[src/rtl/fp_pkg.sv]
// rtl/fp_pkg.sv - shared FP32 constants, arbiter state encoding and field helper
package fp_pkg;

    localparam int          FP32_W    = 32;
    localparam logic [31:0] FP32_QNAN = 32'h7FC0_0000;

    typedef enum logic [2:0] {
        ST_IDLE    = 3'd0,
        ST_ISSUE   = 3'd1,
        ST_WAIT    = 3'd2,
        ST_RESP    = 3'd3,
        ST_RECOVER = 3'd4
    } arb_state_t;

    typedef struct packed {
        logic       sign;
        logic [7:0] exp;
        logic [22:0] mant;
    } fp32_fields_t;

    function automatic fp32_fields_t fp32_fields(input logic [FP32_W-1:0] x);
        fp32_fields_t f;
        f.sign = x[31];
        f.exp  = x[30:23];
        f.mant = x[22:0];
        return f;
    endfunction

endpackage

[src/rtl/rr_pick.sv]
// rtl/rr_pick.sv - combinational round-robin priority picker starting at rr_ptr
module rr_pick #(
    parameter int N_REQ = 4,
    parameter int IDX_W = $clog2(N_REQ)
) (
    input  logic [N_REQ-1:0] req,
    input  logic [IDX_W-1:0] rr_ptr,
    output logic [N_REQ-1:0] win_onehot,
    output logic [IDX_W-1:0] win_idx,
    output logic             any
);

    logic [IDX_W:0]   sum;
    logic [IDX_W-1:0] cand;

    // Scan offsets from farthest to nearest so the nearest requester wins.
    always_comb begin
        win_idx    = '0;
        any        = 1'b0;
        sum        = '0;
        cand       = '0;
        win_onehot = '0;
        for (int k = N_REQ - 1; k >= 0; k--) begin
            sum = {1'b0, rr_ptr} + (IDX_W + 1)'(k);
            if (sum >= (IDX_W + 1)'(N_REQ)) begin
                sum = sum - (IDX_W + 1)'(N_REQ);
            end
            cand = sum[IDX_W-1:0];
            if (req[cand]) begin
                win_idx = cand;
                any     = 1'b1;
            end
        end
        if (any) begin
            win_onehot[win_idx] = 1'b1;
        end
    end

endmodule

[src/rtl/fpmul_rr_arbiter.sv]
// rtl/fpmul_rr_arbiter.sv - round-robin sharing of one FP32 multiplier with watchdog
module fpmul_rr_arbiter
    import fp_pkg::*;
#(
    parameter int          N_REQ    = 4,
    parameter int          TIMEOUT  = 255,
    parameter logic [31:0] QNAN_VAL = FP32_QNAN
) (
    input  logic                      clk,
    input  logic                      rst,
    input  logic [N_REQ-1:0]          req,
    input  logic [FP32_W*N_REQ-1:0]   op1_in,
    input  logic [FP32_W*N_REQ-1:0]   op2_in,
    output logic [N_REQ-1:0]          gnt,
    output logic [N_REQ-1:0]          resp_valid,
    output logic [FP32_W-1:0]         resp_res,
    output logic                      resp_err,
    output logic                      busy,
    output logic                      mul_ready,
    output logic [FP32_W-1:0]         mul_op1,
    output logic [FP32_W-1:0]         mul_op2,
    input  logic [FP32_W-1:0]         mul_res,
    input  logic                      mul_done,
    output logic                      mul_rst
);

    localparam int         IDX_W    = $clog2(N_REQ);
    localparam logic [9:0] WD_LIMIT = 10'(TIMEOUT);

    arb_state_t        state, state_nxt;
    logic [IDX_W-1:0]  rr_ptr;
    logic [IDX_W-1:0]  w_idx;
    logic [N_REQ-1:0]  w_onehot;
    logic [9:0]        wd_cnt;
    logic              err_q;

    logic [N_REQ-1:0]  pick_onehot;
    logic [IDX_W-1:0]  pick_idx;
    logic              pick_any;
    logic [FP32_W-1:0] sel_op1;
    logic [FP32_W-1:0] sel_op2;

    rr_pick #(
        .N_REQ (N_REQ),
        .IDX_W (IDX_W)
    ) u_pick (
        .req        (req),
        .rr_ptr     (rr_ptr),
        .win_onehot (pick_onehot),
        .win_idx    (pick_idx),
        .any        (pick_any)
    );

    always_comb begin
        sel_op1 = '0;
        sel_op2 = '0;
        for (int i = 0; i < N_REQ; i++) begin
            if (pick_idx == IDX_W'(i)) begin
                sel_op1 = op1_in[i*FP32_W +: FP32_W];
                sel_op2 = op2_in[i*FP32_W +: FP32_W];
            end
        end
    end

    always_comb begin
        state_nxt  = state;
        gnt        = '0;
        resp_valid = '0;
        resp_err   = 1'b0;
        mul_ready  = 1'b0;
        mul_rst    = 1'b0;
        busy       = (state != ST_IDLE);
        case (state)
            ST_IDLE: begin
                if (pick_any) begin
                    state_nxt = ST_ISSUE;
                end
            end
            ST_ISSUE: begin
                gnt       = w_onehot;
                mul_ready = 1'b1;
                state_nxt = ST_WAIT;
            end
            // A completion in the timeout cycle still counts as a good result.
            ST_WAIT: begin
                if (mul_done) begin
                    state_nxt = ST_RESP;
                end else if (wd_cnt == WD_LIMIT) begin
                    state_nxt = ST_RECOVER;
                end
            end
            ST_RECOVER: begin
                mul_rst   = 1'b1;
                state_nxt = ST_RESP;
            end
            ST_RESP: begin
                resp_valid = w_onehot;
                resp_err   = err_q;
                state_nxt  = ST_IDLE;
            end
            default: begin
                state_nxt = ST_IDLE;
            end
        endcase
    end

    always_ff @(posedge clk) begin
        if (rst) begin
            state    <= ST_IDLE;
            rr_ptr   <= '0;
            w_idx    <= '0;
            w_onehot <= '0;
            wd_cnt   <= '0;
            err_q    <= 1'b0;
            mul_op1  <= '0;
            mul_op2  <= '0;
            resp_res <= '0;
        end else begin
            state <= state_nxt;
            case (state)
                ST_IDLE: begin
                    wd_cnt <= '0;
                    if (pick_any) begin
                        w_idx    <= pick_idx;
                        w_onehot <= pick_onehot;
                        mul_op1  <= sel_op1;
                        mul_op2  <= sel_op2;
                        err_q    <= 1'b0;
                    end
                end
                // wd_cnt equals the number of the current WAIT cycle, starting at 1.
                ST_ISSUE: begin
                    wd_cnt <= 10'd1;
                end
                ST_WAIT: begin
                    if (mul_done) begin
                        resp_res <= mul_res;
                        err_q    <= 1'b0;
                    end else if (wd_cnt == WD_LIMIT) begin
                        resp_res <= QNAN_VAL;
                        err_q    <= 1'b1;
                    end else begin
                        wd_cnt <= wd_cnt + 10'd1;
                    end
                end
                ST_RESP: begin
                    rr_ptr <= (w_idx == IDX_W'(N_REQ - 1)) ? '0 : w_idx + IDX_W'(1);
                end
                default: begin
                end
            endcase
        end
    end

endmodule

[config.mk]
export PLATFORM = sky130hd
export DESIGN_NAME = fpmul_rr_arbiter
export DESIGN_NICKNAME = d
export VERILOG_FILES = /design/src/rtl/fp_pkg.sv /design/src/rtl/rr_pick.sv /design/src/rtl/fpmul_rr_arbiter.sv
export SDC_FILE = /design/constraint.sdc
export NUM_CORES = 1
export LEC_CHECK = 0
export ABC_CLOCK_PERIOD_IN_PS = 4310
export BUFFER_PORTS_ARGS = -buffer_cell sky130_fd_sc_hd__buf_2
export CAP_MARGIN = 20
export CORE_AREA = 5 5 155 157
export DETAILED_ROUTE_END_ITERATION = 7
export DIE_AREA = 0 0 160 162
export SLEW_MARGIN = 20
export SYNTH_ARGS = -nofsm -noshare
export SYNTH_HDL_FRONTEND = slang
export SYNTH_SLANG_ARGS = --single-unit
[constraint.sdc]
create_clock -name clk -period 4.31 [get_ports clk]
set_clock_uncertainty 0.2 [all_clocks]
set_input_delay 0.2155 -clock clk [delete_from_list [all_inputs] [get_ports clk]]
set_output_delay 0.2155 -clock clk [all_outputs]
set_load 0.005 [all_outputs]
==> results.cfg <==
[routing]
first_pass_iters = 5
drtIter0Drc = 671
postRouteAntennaNets = 0
drt_wl_total_mm = 30.55
drc = 0
wire_per_inst_microns = 18.93
via_count = 8619
viasPerCell = 5.340

[setup_path]
cpMostUsedCell = dlygate4sd3_1
critical_path.max_stage_delay_ns = 0.70
critPathSlowestCell = nor3_4
worstSetupStartpointType = register
path_buf_inv = 3
cpLargestDelayFamily = buffers and inverters
end_kind = register
critPathKind = register to register
r2r_slack_ns = 0.25
worstPathMaxFanout = 28
crit_arrival_ns = 4.15
cp.required_ns = 4.40
cp_cell_sequence = nor3_4 > nand2_2 > buf_4 > a221oi_1 > dlygate4sd3_1 > a21oi_1 > dlygate4sd3_1

[sta]
fin_crit_ns = 4.057
hold_violations = 0
fin_setup_tns_ns = 0
fmax_mhz = 246.5
slew-limit-headroom = 0.3114
finalSetupViolCount = 0
hold_ws_ns = 0.008469
finalCritPeriodShare = 0.9413
worst_pin_slew_ns = 1.026
rsz0062_at_grt = no
finalMaxSlewViolations = 0

[synth]
syn_area_per_cell_sq_um = 8.219
synth_seq_area_share = 0.3752
synth-warning-count = 0
syn_nets = 1063
netlist_area_sq_um = 6296
yosysUniqueCellTypes = 55
netlist_instances = 766
ys_ff_latch = 118

[grt]
grt_pass1_wl_mm = 47.26
antenna_found_initial = 2
gr-total-overflow = 0
grt_usage = 0.2243
grt_pass1_vias = 8816
grt_max_degree = 73

[power_and_ir_drop]
p_clk_frac = 0.363
ir_drop_mv = 0.1993
swShare = 0.3081
power_density_nw_per_um2 = 364.5
power_uw = 4013
power.switching_uw = 1236
power_leakage_uw = 0.005108
internal-power_uw = 2777
seqPwrFrac = 0.324
share_comb_of_total_power = 0.313

[cts]
clock_path_buffers = 2
htreeDepth = 4
clk_pin_slew_ns = 0.06
cts_resized = 0
root_buffer = clkbuf_16
cts_hold_buf = 194
numCtsBuffers = 17
cts.sinks = 118
postCtsSetupRepairBufs = 0
cts_tree = yes
insertion_delay_ns = 0.41

[floorplan]
die_height_microns = 162
die_area_sq_um = 25920
io_pins = 403
die_w_microns = 160
rows = 55
coreArea_sq_um = 22370
initial_utilization = 0.2815

[layout]
nets = 1613
num_antenna_cells = 0
layout-drive-gt1-share = 0.3717
layout_common_cells = buf_2 (402), dlygate4sd3_1 (194), dfxtp_1 (118), a21oi_1 (70), o21ai_0 (66)
area_growth_pct = 74.86
stdcell_area_sq_um = 11010
final_common_cell = buf_2

[min_path]
hp-class = input port to register

[placed_design]
port_buffers = 402
gp_congestion = 0.8284
dpl_cell_area_sq_um = 8468
place_hpwl_mm = 20.12

[job]
cap_violations = 0

[status]
status = completed
[cell families (layout without fill, tap and decap cells)]
family / after synthesis / after routing / share of synthesized area
flip-flops: 118 / 118 / 0.3752
AND/OR/NAND/NOR: 211 / 211 / 0.1628
buffers and inverters: 85 / 648 / 0.05863
AO/OA/AOI/OAI: 324 / 324 / 0.3565
multiplexers: 18 / 18 / 0.03180
XOR/XNOR: 8 / 8 / 0.01113
adder cells (fa/ha/maj): 2 / 2 / 0.003974
[flip-flops by register name, indices dropped and copies added (netlist names)]
register  flops
w_idx         2
rr_ptr        2
err_q         1
mul_op2      32
state         3
wd_cnt       10
mul_op1      32
w_onehot      4
resp_res     32
[power groups by stage]
stage               combinational [uW]  clock, uW  sequential, uW
CTS                               1230       1500            1300
global route                      1360       1550            1320
global placement                   930          0            1320
floorplan                          510          0            1310
detailed placement                 938          0            1320
finish                            1260       1460            1300
[worst paths after layout]
| path | start | endpoint | cells past startpoint |
|---|---|---|---|
| worst max-delay path | state[1] | mul_op1[3] | 7 |
| worst min-delay path | op1_in[8] | mul_op1[8] | 4 |
| worst max register to register | state[1] | mul_op1[3] | 7 |
| worst min register to register | w_idx[1] | w_idx[1] | 2 |
[cell usage after synthesis (all sizes together)]
library cell / count / share of area
o21bai: 2 / 0.0042
clkbuf: 60 / 0.036
mux2i: 2 / 0.0032
a21oi: 73 / 0.059
nor4: 1 / 0.00099
nor2b: 3 / 0.0030
or2: 3 / 0.0030
inv: 5 / 0.0030
o22ai: 20 / 0.020
o21ai: 67 / 0.053
a211oi: 1 / 0.0012
a221oi: 29 / 0.040
o41ai: 1 / 0.0014
o32ai: 20 / 0.029
nor4b: 1 / 0.0014
xor2: 8 / 0.011
a31oi: 4 / 0.0040
dfxtp: 118 / 0.38
a311oi: 1 / 0.0014
ha: 2 / 0.0040
or3: 15 / 0.015
nor3: 7 / 0.0074
a21o: 30 / 0.036
nor2: 56 / 0.035
nand4b: 1 / 0.0014
o221ai: 1 / 0.0014
a22oi: 23 / 0.027
a221o: 15 / 0.024
and3: 8 / 0.0079
o221a: 9 / 0.016
a21boi: 1 / 0.0012
and2: 7 / 0.0070
or4: 1 / 0.0018
o2111ai: 5 / 0.0070
a2bb2oi: 19 / 0.026
and4bb: 1 / 0.0020
nand4: 2 / 0.0020
nand2: 53 / 0.032
o31ai: 1 / 0.0012
o32a: 1 / 0.0016
buf: 20 / 0.020
nand3: 49 / 0.041
o22a: 1 / 0.0014
nand2b: 3 / 0.0030
mux2: 16 / 0.029
[worst register-to-register path, stage by stage (launching register included)]
cell,delay (ns)
dfxtp_1,0.44
nor3_4,0.70
nand2_2,0.63
buf_4,0.44
a221oi_1,0.30
dlygate4sd3_1,0.62
a21oi_1,0.07
dlygate4sd3_1,0.55
[routing by layer]
metal | global-route usage | up-vias | wire (microns)
met4 | 0.07783 | 2 | 803
met3 | 0.05988 | 59 | 2348
met5 | 0 | - | 20
met1 | 0.2570 | 4062 | 11920
met2 | 0.4040 | 473 | 15460
li1 | - | 4023 | -
[metrics by stage]
stage               instances  worst slack (ns)  utilization
global route             1614          0.008990       0.4923
finish                   1614            0.2530       0.4923
floorplan                 766             2.104            -
CTS                      1614            0.2534       0.4923
global placement         1388             1.362       0.3785
detailed placement       1388             1.248       0.3786
[layout make-up]
type | count | area [sq um]
repair buffers | 611 | 4066
clock inverters | 13 | 146.4
fillers | 2108 | 11360
well taps | 285 | 356.6
clock buffers | 19 | 452.9
inverters | 5 | 18.77
flip-flops and latches | 118 | 2362
multi-input cells | 563 | 3606
No activity file was read; power rests on OpenSTA's default activity.
